<file path="src/rtl/hazard_scoreboard_if.sv">
// Decode/execute hazard bus between the core pipeline (master) and the
// register scoreboard (slave).
interface hazard_scoreboard_if #(
    parameter int NREG = 32,
    parameter int AW   = 5
);
    logic            issue_valid_D;
    logic [1:0]      op_class_D;
    logic            reg_write_D;
    logic [AW-1:0]   wr_reg_D;
    logic [AW-1:0]   rs_D;
    logic [AW-1:0]   rt_D;
    logic            use_rs_D;
    logic            use_rt_D;
    logic            flush_E;
    logic [AW-1:0]   rs_E;
    logic [AW-1:0]   rt_E;
    logic [AW-1:0]   write_reg_M;
    logic [AW-1:0]   write_reg_W;
    logic            reg_write_M;
    logic            reg_write_W;
    logic            stall_D;
    logic [1:0]      forward_a_E;
    logic [1:0]      forward_b_E;
    logic [NREG-1:0] busy_mask;
    logic [31:0]     stall_count;

    modport master (
        output issue_valid_D, op_class_D, reg_write_D, wr_reg_D,
        output rs_D, rt_D, use_rs_D, use_rt_D, flush_E,
        output rs_E, rt_E, write_reg_M, write_reg_W, reg_write_M, reg_write_W,
        input  stall_D, forward_a_E, forward_b_E, busy_mask, stall_count
    );

    modport slave (
        input  issue_valid_D, op_class_D, reg_write_D, wr_reg_D,
        input  rs_D, rt_D, use_rs_D, use_rt_D, flush_E,
        input  rs_E, rt_E, write_reg_M, write_reg_W, reg_write_M, reg_write_W,
        output stall_D, forward_a_E, forward_b_E, busy_mask, stall_count
    );
endinterface

</file>
<file path="src/rtl/hazard_scoreboard.sv">
// Per-register in-flight write scoreboard: decode stall (RAW/WAW),
// execute-stage forwarding selects and squash of a flushed producer.
module hazard_scoreboard #(
    parameter int NREG     = 32,
    parameter int AW       = 5,
    parameter int ALU_LAT  = 1,
    parameter int LOAD_LAT = 2,
    parameter int MUL_LAT  = 4,
    parameter int CW       = 3
) (
    input logic               clk,
    input logic               rst,
    hazard_scoreboard_if.slave sb
);

    typedef enum logic [1:0] {
        CLS_ALU  = 2'd0,
        CLS_LOAD = 2'd1,
        CLS_MUL  = 2'd2,
        CLS_NONE = 2'd3
    } op_class_t;

    localparam logic [CW-1:0] ALU_M1  = CW'(ALU_LAT - 1);
    localparam logic [CW-1:0] LOAD_M1 = CW'(LOAD_LAT - 1);
    localparam logic [CW-1:0] MUL_M1  = CW'(MUL_LAT - 1);

    logic [CW-1:0]   cnt [1:NREG-1];
    logic [NREG-1:0] busy;
    logic [AW-1:0]   last_dst;
    logic            last_set;
    logic [31:0]     stall_count;

    op_class_t       cls;
    logic [CW-1:0]   lat_m1;
    logic [CW-1:0]   wr_cnt;
    logic            raw_rs;
    logic            raw_rt;
    logic            waw;
    logic            stall;
    logic            issue_fire;
    logic            issue_load;

    assign cls = op_class_t'(sb.op_class_D);

    // Load value for the decode instruction's class; non-writing class uses ALU timing for WAW
    always_comb begin
        lat_m1 = ALU_M1;
        case (cls)
            CLS_LOAD: lat_m1 = LOAD_M1;
            CLS_MUL:  lat_m1 = MUL_M1;
            default:  lat_m1 = ALU_M1;
        endcase
    end

    // Busy vector and the counter of the decode destination register
    always_comb begin
        busy   = '0;
        wr_cnt = '0;
        for (int unsigned r = 1; r < NREG; r++) begin
            busy[r] = (cnt[r] != '0);
            if (sb.wr_reg_D == AW'(r)) wr_cnt = cnt[r];
        end
    end

    // Decode hazard detection and issue qualification
    always_comb begin
        raw_rs     = sb.use_rs_D && (sb.rs_D != '0) && busy[sb.rs_D];
        raw_rt     = sb.use_rt_D && (sb.rt_D != '0) && busy[sb.rt_D];
        waw        = sb.reg_write_D && (sb.wr_reg_D != '0) && (wr_cnt > lat_m1);
        stall      = sb.issue_valid_D && !sb.flush_E && (raw_rs || raw_rt || waw);
        issue_fire = sb.issue_valid_D && !stall && !sb.flush_E;
        issue_load = issue_fire && sb.reg_write_D && (sb.wr_reg_D != '0) && (cls != CLS_NONE);
    end

    // Counter update: load beats squash beats decrement
    always_ff @(posedge clk or posedge rst) begin
        if (rst) begin
            for (int unsigned r = 1; r < NREG; r++) cnt[r] <= '0;
        end else begin
            for (int unsigned r = 1; r < NREG; r++) begin
                if (issue_load && (sb.wr_reg_D == AW'(r)))
                    cnt[r] <= lat_m1;
                else if (sb.flush_E && last_set && (last_dst == AW'(r)))
                    cnt[r] <= '0;
                else if (cnt[r] != '0)
                    cnt[r] <= cnt[r] - CW'(1);
            end
        end
    end

    // Remember the most recent producer so a flush next cycle can forget it
    always_ff @(posedge clk or posedge rst) begin
        if (rst) begin
            last_dst <= '0;
            last_set <= 1'b0;
        end else if (issue_load) begin
            last_dst <= sb.wr_reg_D;
            last_set <= (lat_m1 != '0);
        end else begin
            last_set <= 1'b0;
        end
    end

    // Saturating stall-cycle counter
    always_ff @(posedge clk or posedge rst) begin
        if (rst)
            stall_count <= '0;
        else if (stall && (stall_count != '1))
            stall_count <= stall_count + 32'd1;
    end

    // Execute-stage forwarding: M has priority over W, r0 never forwards
    always_comb begin
        sb.forward_a_E = 2'b00;
        sb.forward_b_E = 2'b00;
        if (sb.reg_write_M && (sb.write_reg_M != '0) && (sb.write_reg_M == sb.rs_E))
            sb.forward_a_E = 2'b10;
        else if (sb.reg_write_W && (sb.write_reg_W != '0) && (sb.write_reg_W == sb.rs_E))
            sb.forward_a_E = 2'b01;
        if (sb.reg_write_M && (sb.write_reg_M != '0) && (sb.write_reg_M == sb.rt_E))
            sb.forward_b_E = 2'b10;
        else if (sb.reg_write_W && (sb.write_reg_W != '0) && (sb.write_reg_W == sb.rt_E))
            sb.forward_b_E = 2'b01;
    end

    assign sb.stall_D     = stall;
    assign sb.busy_mask   = busy;
    assign sb.stall_count = stall_count;

endmodule

</file>
<file path="src/flat_wrapper.sv">
// flat-port wrapper written by rule: the top's interface ports become plain ports
module hazard_scoreboard_flat 
#(
    parameter int NREG     = 32,
    parameter int AW       = 5,
    parameter int ALU_LAT  = 1,
    parameter int LOAD_LAT = 2,
    parameter int MUL_LAT  = 4,
    parameter int CW       = 3
)
  (clk, rst, sb_issue_valid_D, sb_op_class_D, sb_reg_write_D, sb_wr_reg_D, sb_rs_D, sb_rt_D, sb_use_rs_D, sb_use_rt_D, sb_flush_E, sb_rs_E, sb_rt_E, sb_write_reg_M, sb_write_reg_W, sb_reg_write_M, sb_reg_write_W, sb_stall_D, sb_forward_a_E, sb_forward_b_E, sb_busy_mask, sb_stall_count);
  hazard_scoreboard_if #(.NREG(NREG), .AW(AW)) sb_i ();
  input logic clk;
  input logic rst;
  input wire logic [$bits(sb_i.issue_valid_D)-1:0] sb_issue_valid_D;
  input wire logic [$bits(sb_i.op_class_D)-1:0] sb_op_class_D;
  input wire logic [$bits(sb_i.reg_write_D)-1:0] sb_reg_write_D;
  input wire logic [$bits(sb_i.wr_reg_D)-1:0] sb_wr_reg_D;
  input wire logic [$bits(sb_i.rs_D)-1:0] sb_rs_D;
  input wire logic [$bits(sb_i.rt_D)-1:0] sb_rt_D;
  input wire logic [$bits(sb_i.use_rs_D)-1:0] sb_use_rs_D;
  input wire logic [$bits(sb_i.use_rt_D)-1:0] sb_use_rt_D;
  input wire logic [$bits(sb_i.flush_E)-1:0] sb_flush_E;
  input wire logic [$bits(sb_i.rs_E)-1:0] sb_rs_E;
  input wire logic [$bits(sb_i.rt_E)-1:0] sb_rt_E;
  input wire logic [$bits(sb_i.write_reg_M)-1:0] sb_write_reg_M;
  input wire logic [$bits(sb_i.write_reg_W)-1:0] sb_write_reg_W;
  input wire logic [$bits(sb_i.reg_write_M)-1:0] sb_reg_write_M;
  input wire logic [$bits(sb_i.reg_write_W)-1:0] sb_reg_write_W;
  output wire logic [$bits(sb_i.stall_D)-1:0] sb_stall_D;
  output wire logic [$bits(sb_i.forward_a_E)-1:0] sb_forward_a_E;
  output wire logic [$bits(sb_i.forward_b_E)-1:0] sb_forward_b_E;
  output wire logic [$bits(sb_i.busy_mask)-1:0] sb_busy_mask;
  output wire logic [$bits(sb_i.stall_count)-1:0] sb_stall_count;
  assign sb_i.issue_valid_D = sb_issue_valid_D;
  assign sb_i.op_class_D = sb_op_class_D;
  assign sb_i.reg_write_D = sb_reg_write_D;
  assign sb_i.wr_reg_D = sb_wr_reg_D;
  assign sb_i.rs_D = sb_rs_D;
  assign sb_i.rt_D = sb_rt_D;
  assign sb_i.use_rs_D = sb_use_rs_D;
  assign sb_i.use_rt_D = sb_use_rt_D;
  assign sb_i.flush_E = sb_flush_E;
  assign sb_i.rs_E = sb_rs_E;
  assign sb_i.rt_E = sb_rt_E;
  assign sb_i.write_reg_M = sb_write_reg_M;
  assign sb_i.write_reg_W = sb_write_reg_W;
  assign sb_i.reg_write_M = sb_reg_write_M;
  assign sb_i.reg_write_W = sb_reg_write_W;
  assign sb_stall_D = sb_i.stall_D;
  assign sb_forward_a_E = sb_i.forward_a_E;
  assign sb_forward_b_E = sb_i.forward_b_E;
  assign sb_busy_mask = sb_i.busy_mask;
  assign sb_stall_count = sb_i.stall_count;
  hazard_scoreboard #(.NREG(NREG), .AW(AW), .ALU_LAT(ALU_LAT), .LOAD_LAT(LOAD_LAT), .MUL_LAT(MUL_LAT), .CW(CW)) u_core (.clk(clk), .rst(rst), .sb(sb_i));
endmodule
</file>
<file path="config.mk">
export PLATFORM = sky130hd
export DESIGN_NAME = hazard_scoreboard_flat
export DESIGN_NICKNAME = d
export VERILOG_FILES = /design/src/rtl/hazard_scoreboard_if.sv /design/src/rtl/hazard_scoreboard.sv /design/src/flat_wrapper.sv
export SDC_FILE = /design/constraint.sdc
export NUM_CORES = 1
export LEC_CHECK = 0
export CORE_UTILIZATION = 58
export CTS_CLUSTER_SIZE = 24
export DETAILED_ROUTE_END_ITERATION = 8
export GPL_TIMING_DRIVEN = 0
export PLACE_DENSITY_LB_ADDON = 0.1
export SLEW_MARGIN = 0
export SYNTH_ARGS = -nofsm -noshare
export SYNTH_HDL_FRONTEND = slang
export SYNTH_SLANG_ARGS = --single-unit
</file>
<file path="constraint.sdc">
create_clock -name clk -period 7 [get_ports clk]
set_input_delay 1.05 -clock clk [delete_from_list [all_inputs] [get_ports clk]]
set_output_delay 1.05 -clock clk [all_outputs]
set_load 0.005 [all_outputs]
</file>
==> flow_metrics.py <==
metrics = {
    "routing": {
        "ant_nets": 0,
        "drtIter0Drc": 861,
        "drt_wl_total_um": 33200,
        "drt_first_pass_iters": 6,
        "viasPerCell": 6.179,
        "drc": 0,
        "vias": 9435,
        "drt-wirelength-per-cell_um": 21.74,
    },
    "worst_setup_path": {
        "r2r-end": "u_core.cnt[37]$_DFFE_PP0P_",
        "arrival_ns": 5.82,
        "start_kind": "input port",
        "critPathKind": "input port to primary output",
        "worstPathRequired_ns": 5.95,
        "r2r.worst_path.cells": 19,
        "cp_max_fo": 10,
        "end_kind": "primary output",
        "reg2reg_slack_ns": 2.16,
        "r2r-start": "u_core.cnt[13]$_DFFE_PP0P_",
    },
    "sta": {
        "final.min_clock_period_ns": 6.875,
        "finalSetupViolCount": 0,
        "max_freq_ghz": 0.1455,
        "holdWs_ns": 0.4817,
        "maxSlewHeadroom_pct": 29.70,
        "worstMarginPinSlew_ns": 1.055,
        "fin_skew_ns": 0.01132,
        "finalCritPeriodShare_pct": 98.21,
        "final-max-slew-violation-count": 0,
        "hold_viol": 0,
    },
    "global_routing": {
        "overflow": 0,
        "grt_usage_pct": 37.66,
        "grt_max_degree": 89,
        "antenna_found_initial": 1,
        "grt_pass1_vias": 9065,
        "grt_first_pass_wirelength_um": 50960,
    },
    "logic_synthesis": {
        "yosys.area.top_type_share_pct": 31.76,
        "synth_cells": 1156,
        "ys_types": 69,
        "yosysWarnings": 0,
        "async_flop_share_pct": 100.0,
        "synth_nets": 1269,
        "synth_edf_count": 0,
        "ys_ff_latch": 131,
        "synth_area_um2": 10320,
        "yosys.area.top_type": "dfrtp_1",
        "synthTopCellsByArea": "dfrtp_1 32%, mux2i_1 8.7%, ha_1 8.1%",
        "syn_area_per_cell_um2": 8.928,
        "ys_seq_area_share_pct": 31.76,
        "synth_ff_type": "dfrtp_1",
    },
    "power_and_ir_drop": {
        "irDropWorstVdd_mv": 0.2443,
        "finalPower_mw": 4.670,
        "p_switching_mw": 1.902,
        "powerDensity_nw_per_um2": 377.1,
        "leakage_nw": 5.742,
        "p_clk_share_pct": 19.5,
        "p_comb_share_pct": 51.1,
        "power_frac_seq_pct": 29.3,
        "p_int_mw": 2.768,
        "p_sw_share_pct": 40.73,
    },
    "hold_path": {
        "whs_path_depth": 1,
        "min-delay-start": "u_core.sb.stall_count[6]$_DFFE_PP0P_",
        "whs_endpoint": "u_core.sb.stall_count[6]$_DFFE_PP0P_",
        "hp-class": "flip-flop to flip-flop",
    },
    "layout": {
        "final_cell_mix": "148 x nand2_1, 131 x dfrtp_1, 105 x clkdlybuf4s50_1, 90 x mux2i_1, 74 x inv_1",
        "drive_gt1_share_pct": 9.692,
        "synthToLayoutAreaGrowth_pct": 19.99,
        "nets": 1400,
        "utilization_pct": 71.35,
        "final_common_cell": "nand2_1",
    },
    "floorplanning": {
        "initial_core_util_pct": 59.47,
        "ios": 115,
        "die_h_um": 135.4,
        "die_w_um": 135.4,
        "std_cell_rows": 48,
        "core_area_um2": 17360,
        "dieArea_um2": 18330,
    },
    "job": {
        "maxCapViolCount": 0,
    },
    "clock_network": {
        "clock-sinks": 131,
        "cts_tree": "yes",
        "cts_hold_buf": 0,
        "ctsRootBufferMaster": "clkbuf_16",
        "cts_max_level": 4,
        "cts.clk_slew.worst_paths_ns": 0.06,
        "ctsLongestPathBuffers": 2,
        "cts_made_buffers": 17,
        "clk-insertion-delay-late_ns": 0.44,
    },
    "placement": {
        "dp_hpwl_um": 25390,
        "place.gp.congestion": 1.009,
        "port_buffers": 108,
    },
    "status": {
        "run_status": "complete, no violations",
    },
}
==> per-stage QoR <==
stage | instance area, um^2 | setup TNS [ns] | cells | setup slack [ns]
floorplan | 10320 | 0 | 1156 | 1.281
global placement | 11680 | -5.071 | 1489 | -1.197
detailed placement | 11720 | -5.109 | 1490 | -1.199
CTS | 12350 | 0 | 1525 | 0.02941
global route | 12380 | -0.03361 | 1525 | -0.03361
finish | 12380 | 0 | 1527 | 0.1253
==> final cells by class <==
cell class / count / area [um^2]
Fill cell: 1395 / 4972
Timing Repair Buffer: 113 / 1146
Tap cell: 225 / 281.5
Sequential cell: 131 / 3278
Clock buffer: 19 / 432.9
Multi-Input combinational cell: 867 / 6424
Inverter: 77 / 294.0
Buffer: 80 / 372.9
Clock inverter: 13 / 150.1
Antenna cell: 2 / 5.005
==> worst max-delay path: stages <==
cell,delay (ns)
clkbuf_1,0.38
clkbuf_1,0.47
buf_1,0.84
clkbuf_1,0.47
a221oi_1,0.24
a211oi_1,0.23
ha_1,0.19
nor2b_1,0.04
o21ai_0,0.14
o21ai_0,0.13
a221oi_2,0.24
o211ai_1,0.24
a211oi_2,0.43
buf_6,0.21
nor2_1,0.06
clkdlybuf4s50_1,0.46
==> timing repair <==
| item | in CTS | in global routing |
|---|---|---|
| endpoints found under the setup margin | 1 | 1 |
| pin swaps | 2 | 2 |
| setup buffers | 3 | 1 |
| gates resized for setup | 10 | 19 |
==> Yosys cell counts (6+ instances only) <==
cell type,instances
buf_1,6
nor2_1,62
dfrtp_1,131
and3_1,29
nand4_1,20
xor2_1,44
inv_1,75
nand3b_1,7
a221oi_1,6
clkbuf_1,53
xnor2_1,38
o22ai_1,7
a211oi_1,17
buf_2,17
nor2b_1,17
nor4_1,18
o211ai_1,34
nand3_1,35
ha_1,67
mux2i_1,90
mux4_2,15
nand2b_1,49
mux2_2,18
o21ai_0,29
a21oi_1,16
nand2_1,149
nor3_1,27
==> worst max-delay path by stage <==
stage                     slack [ns]          to  depth (start not counted)      startpoint
after floorplan                 1.28  sb_stall_D                         16  sb_wr_reg_D[1]
after global placement         -1.20  sb_stall_D                         18  sb_wr_reg_D[0]
after detailed placement       -1.20  sb_stall_D                         18  sb_wr_reg_D[0]
after CTS                       0.03  sb_stall_D                         21  sb_wr_reg_D[0]
after global routing           -0.03  sb_stall_D                         20  sb_wr_reg_D[1]
final                           0.13  sb_stall_D                         16  sb_wr_reg_D[4]
==> cell families (layout without fill, tap and decap cells) <==
group,Yosys count,count (layout),share of synthesized area (%)
AND/OR/NAND/NOR,451,451,23.36
buffers and inverters,158,302,6.207
AO/OA/AOI/OAI,143,143,9.589
flip-flops,131,131,31.76
multiplexers,123,123,13.97
XOR/XNOR,82,82,6.958
adder cells (fa/ha/maj),67,67,8.122
other,1,3,0.03633
==> power groups by stage <==
| stage | Combinational [mW] | Sequential [mW] | Clock (mW) |
|---|---|---|---|
| 5_1_grt | 2.67 | 1.40 | 0.945 |
| 4_1_cts | 2.37 | 1.36 | 0.916 |
| 3_3_place_gp | 2.26 | 1.36 | 0 |
| 6_report | 2.39 | 1.37 | 0.912 |
| 2_1_floorplan | 1.71 | 1.26 | 0 |
| 3_5_place_dp | 2.34 | 1.37 | 0 |
==> per-layer routing <==
layer  share of wire, %  GRT usage [%]
met1                 42          50.27
met2                 44          57.09
met3                9.0          7.707
met4                5.1          20.85
met5                  0              0
==> sequential cells by signal, indices dropped and copies added, names as in the netlist <==
signal and count:
u_core.cnt 93, u_core.last_dst 5, u_core.last_set 1, u_core.sb.stall_count 32
No activity file was read; power rests on OpenSTA's default activity.
==> variant, RTL diff (same settings) <==
`AW` is set to 5 in 3 places; all go to 7.
--- a/src/rtl/hazard_scoreboard_if.sv
+++ b/src/rtl/hazard_scoreboard_if.sv
@@ -2,7 +2,7 @@
 // register scoreboard (slave).
 interface hazard_scoreboard_if #(
     parameter int NREG = 32,
-    parameter int AW   = 5
+    parameter int AW   = 7
 );
     logic            issue_valid_D;
     logic [1:0]      op_class_D;
--- a/src/rtl/hazard_scoreboard.sv
+++ b/src/rtl/hazard_scoreboard.sv
@@ -2,7 +2,7 @@
 // execute-stage forwarding selects and squash of a flushed producer.
 module hazard_scoreboard #(
     parameter int NREG     = 32,
-    parameter int AW       = 5,
+    parameter int AW       = 7,
     parameter int ALU_LAT  = 1,
     parameter int LOAD_LAT = 2,
     parameter int MUL_LAT  = 4,
--- a/src/flat_wrapper.sv
+++ b/src/flat_wrapper.sv
@@ -2,7 +2,7 @@
 module hazard_scoreboard_flat 
 #(
     parameter int NREG     = 32,
-    parameter int AW       = 5,
+    parameter int AW       = 7,
     parameter int ALU_LAT  = 1,
     parameter int LOAD_LAT = 2,
     parameter int MUL_LAT  = 4,
Interface: changed (7 resized); port bits go from 115 to 129. The function was not compared with the original's and may differ.
==> variant against the unedited design <==
Sequential cell count up 2. Setup slack improved by 0.13 ns. Final area grew 2.3%. Area after synthesis up 0.84%. Die area grew 0.82%. The flow now finishes with violations (DRC). Critical path depth grew 4. Power is 3.4% higher. Final cell count down 0.59%. Routed wire length shrank 3.5%. Clock skew is 0.0034 ns higher.
==> variant: results (changes against the unedited design) <==
[layout]
antennaDiodeCount=0  ; -2
drive_gt1_share_pct=11.60  ; +1.9 points
nNetsFinal=1407  ; +0.50%
reg_top3=u_core.cnt x93, u_core.sb.stall_count x32, u_core.last_dst x7
fillers=1368  ; -1.9%

[detailed_routing]
routed_wirelength_um=32030  ; -3.5%
route.detailed.drc=2  ; +2
drtIter0Drc=850  ; -1.3%
dr.pass1.iters=9  ; +3
wl_met3_um=3048  ; +1.6%
vias=9535  ; +1.1%
avgViaCountPerCell=6.281  ; +1.7%
wirelength_met1_um=12710  ; -8.4%
wl_met2_um=14500  ; -0.84%

[synthesis]
synth.area.top_cells=dfrtp_1 (32%), mux2i_1 (8.3%), ha_1 (8.1%)
syn-num-nets=1265  ; -0.32%
synth_cells=1138  ; -1.6%
synth_common_cells=dfrtp_1 (133), nand2_1 (92), nor2_1 (87)
asyncSetResetFlopFracSynth_pct=100.0  ; unchanged
yosysSeqAreaShare_pct=31.98  ; +0.22 points
ys_types=71  ; +2.9%

[grt]
grtUsageMet3_pct=8.538  ; +0.83 points
antenna_found_initial=0  ; -1
grt_pass1_vias=9286  ; +2.4%
grt_usage_pct=35.95  ; -1.7 points
use_met2_pct=56.07  ; -1.0 points
grt_use_met1_pct=45.68  ; -4.6 points
grt_first_pass_wirelength_um=49880  ; -2.1%
grt_max_degree=75  ; -16%

[worst_setup_path]
arrival_ns=5.69  ; -0.13 ns
critPathMaxStageDelay_ns=0.58  ; -0.26 ns
slowest_stage=mux4_2
crit_family=compound AO/OA/AOI/OAI gates
cp-startpoint=sb_wr_reg_D[0]
rrSetupSlack_ns=2.60  ; +0.44 ns
r2r-start=u_core.cnt[91]
r2r_end=u_core.sb.stall_count[12]
rr_worst_depth=20  ; +1

[sta]
relSlewSlack_pct=13.57  ; -16 points
fmax_ghz=0.1484  ; +2.0%
skew_ns=0.01468  ; +0.003365 ns

[placement]
dp.cells=1483  ; -0.47%
dpl.hpwl_um=23510  ; -7.4%
preCtsSetupSlack_ns=-1.868  ; -0.6691 ns
placed_cell_area_mm2=0.01191  ; +1.7%
place_congestion=0.9862  ; -2.2%
port_buffers=119  ; +10%

[power_and_ir_drop]
p_leak_nw=5.321  ; -7.3%
peakVddDrop_uv=218.8  ; -10%

[status]
status=complete, but fails checks
violations=DRC

variant: cell types whose count changed after synthesis, moves of 17 or more:
cell,before,now
o211ai_1,34,14
and3_1,29,12
xnor2_1,38,57
nand2_1,149,92
nor2_1,62,87
nor3_1,27,44
nor3_2,1,23
variant: what timing repair did:
action                                 4_1_cts  5_1_grt
setup endpoints to repair                  115        1
pin swaps                                    1        2
buffers inserted                             0        3
endpoints found under the hold margin        0        0
resized for setup                           25       19
variant: worst min-delay path by stage:
stage	slack [ns]	depth (start not counted)	startpoint	end
2_1_floorplan	0.48	1	u_core.sb.stall_count[6]	u_core.sb.stall_count[6]
3_3_place_gp	0.48	1	u_core.sb.stall_count[9]	u_core.sb.stall_count[9]
3_5_place_dp	0.47	1	u_core.sb.stall_count[6]	u_core.sb.stall_count[6]
4_1_cts	0.50	1	u_core.sb.stall_count[6]	u_core.sb.stall_count[6]
5_1_grt	0.51	1	u_core.sb.stall_count[6]	u_core.sb.stall_count[6]
6_report	0.50	1	u_core.sb.stall_count[9]	u_core.sb.stall_count[9]
variant: power by group:
part,internal [mW],switching (mW)
combinational,1.19,1.28
clock,0.547,0.379
sequential,1.12,0.313
variant: area by class of cell:
cell class	instances	area, um2	area share, %
clock inverters	13	146.4	1.155
inverters	76	290.3	2.291
plain buffers	77	406.6	3.210
repair buffers	123	1241	9.797
multi-input cells	852	6523	51.48
well taps	225	281.5	2.222
clock buffers	19	452.9	3.575
flip-flops and latches	133	3328	26.27
variant: cells by family after synthesis:
kind of cell	count (synthesis)	synth area share (%)
XOR/XNOR	88	7.406
flip-flops	133	31.98
other	1	0.03603
AND/OR/NAND/NOR	411	21.44
multiplexers	128	14.33
buffers and inverters	153	6.047
AO/OA/AOI/OAI	157	10.71
adder cells (fa/ha/maj)	67	8.055
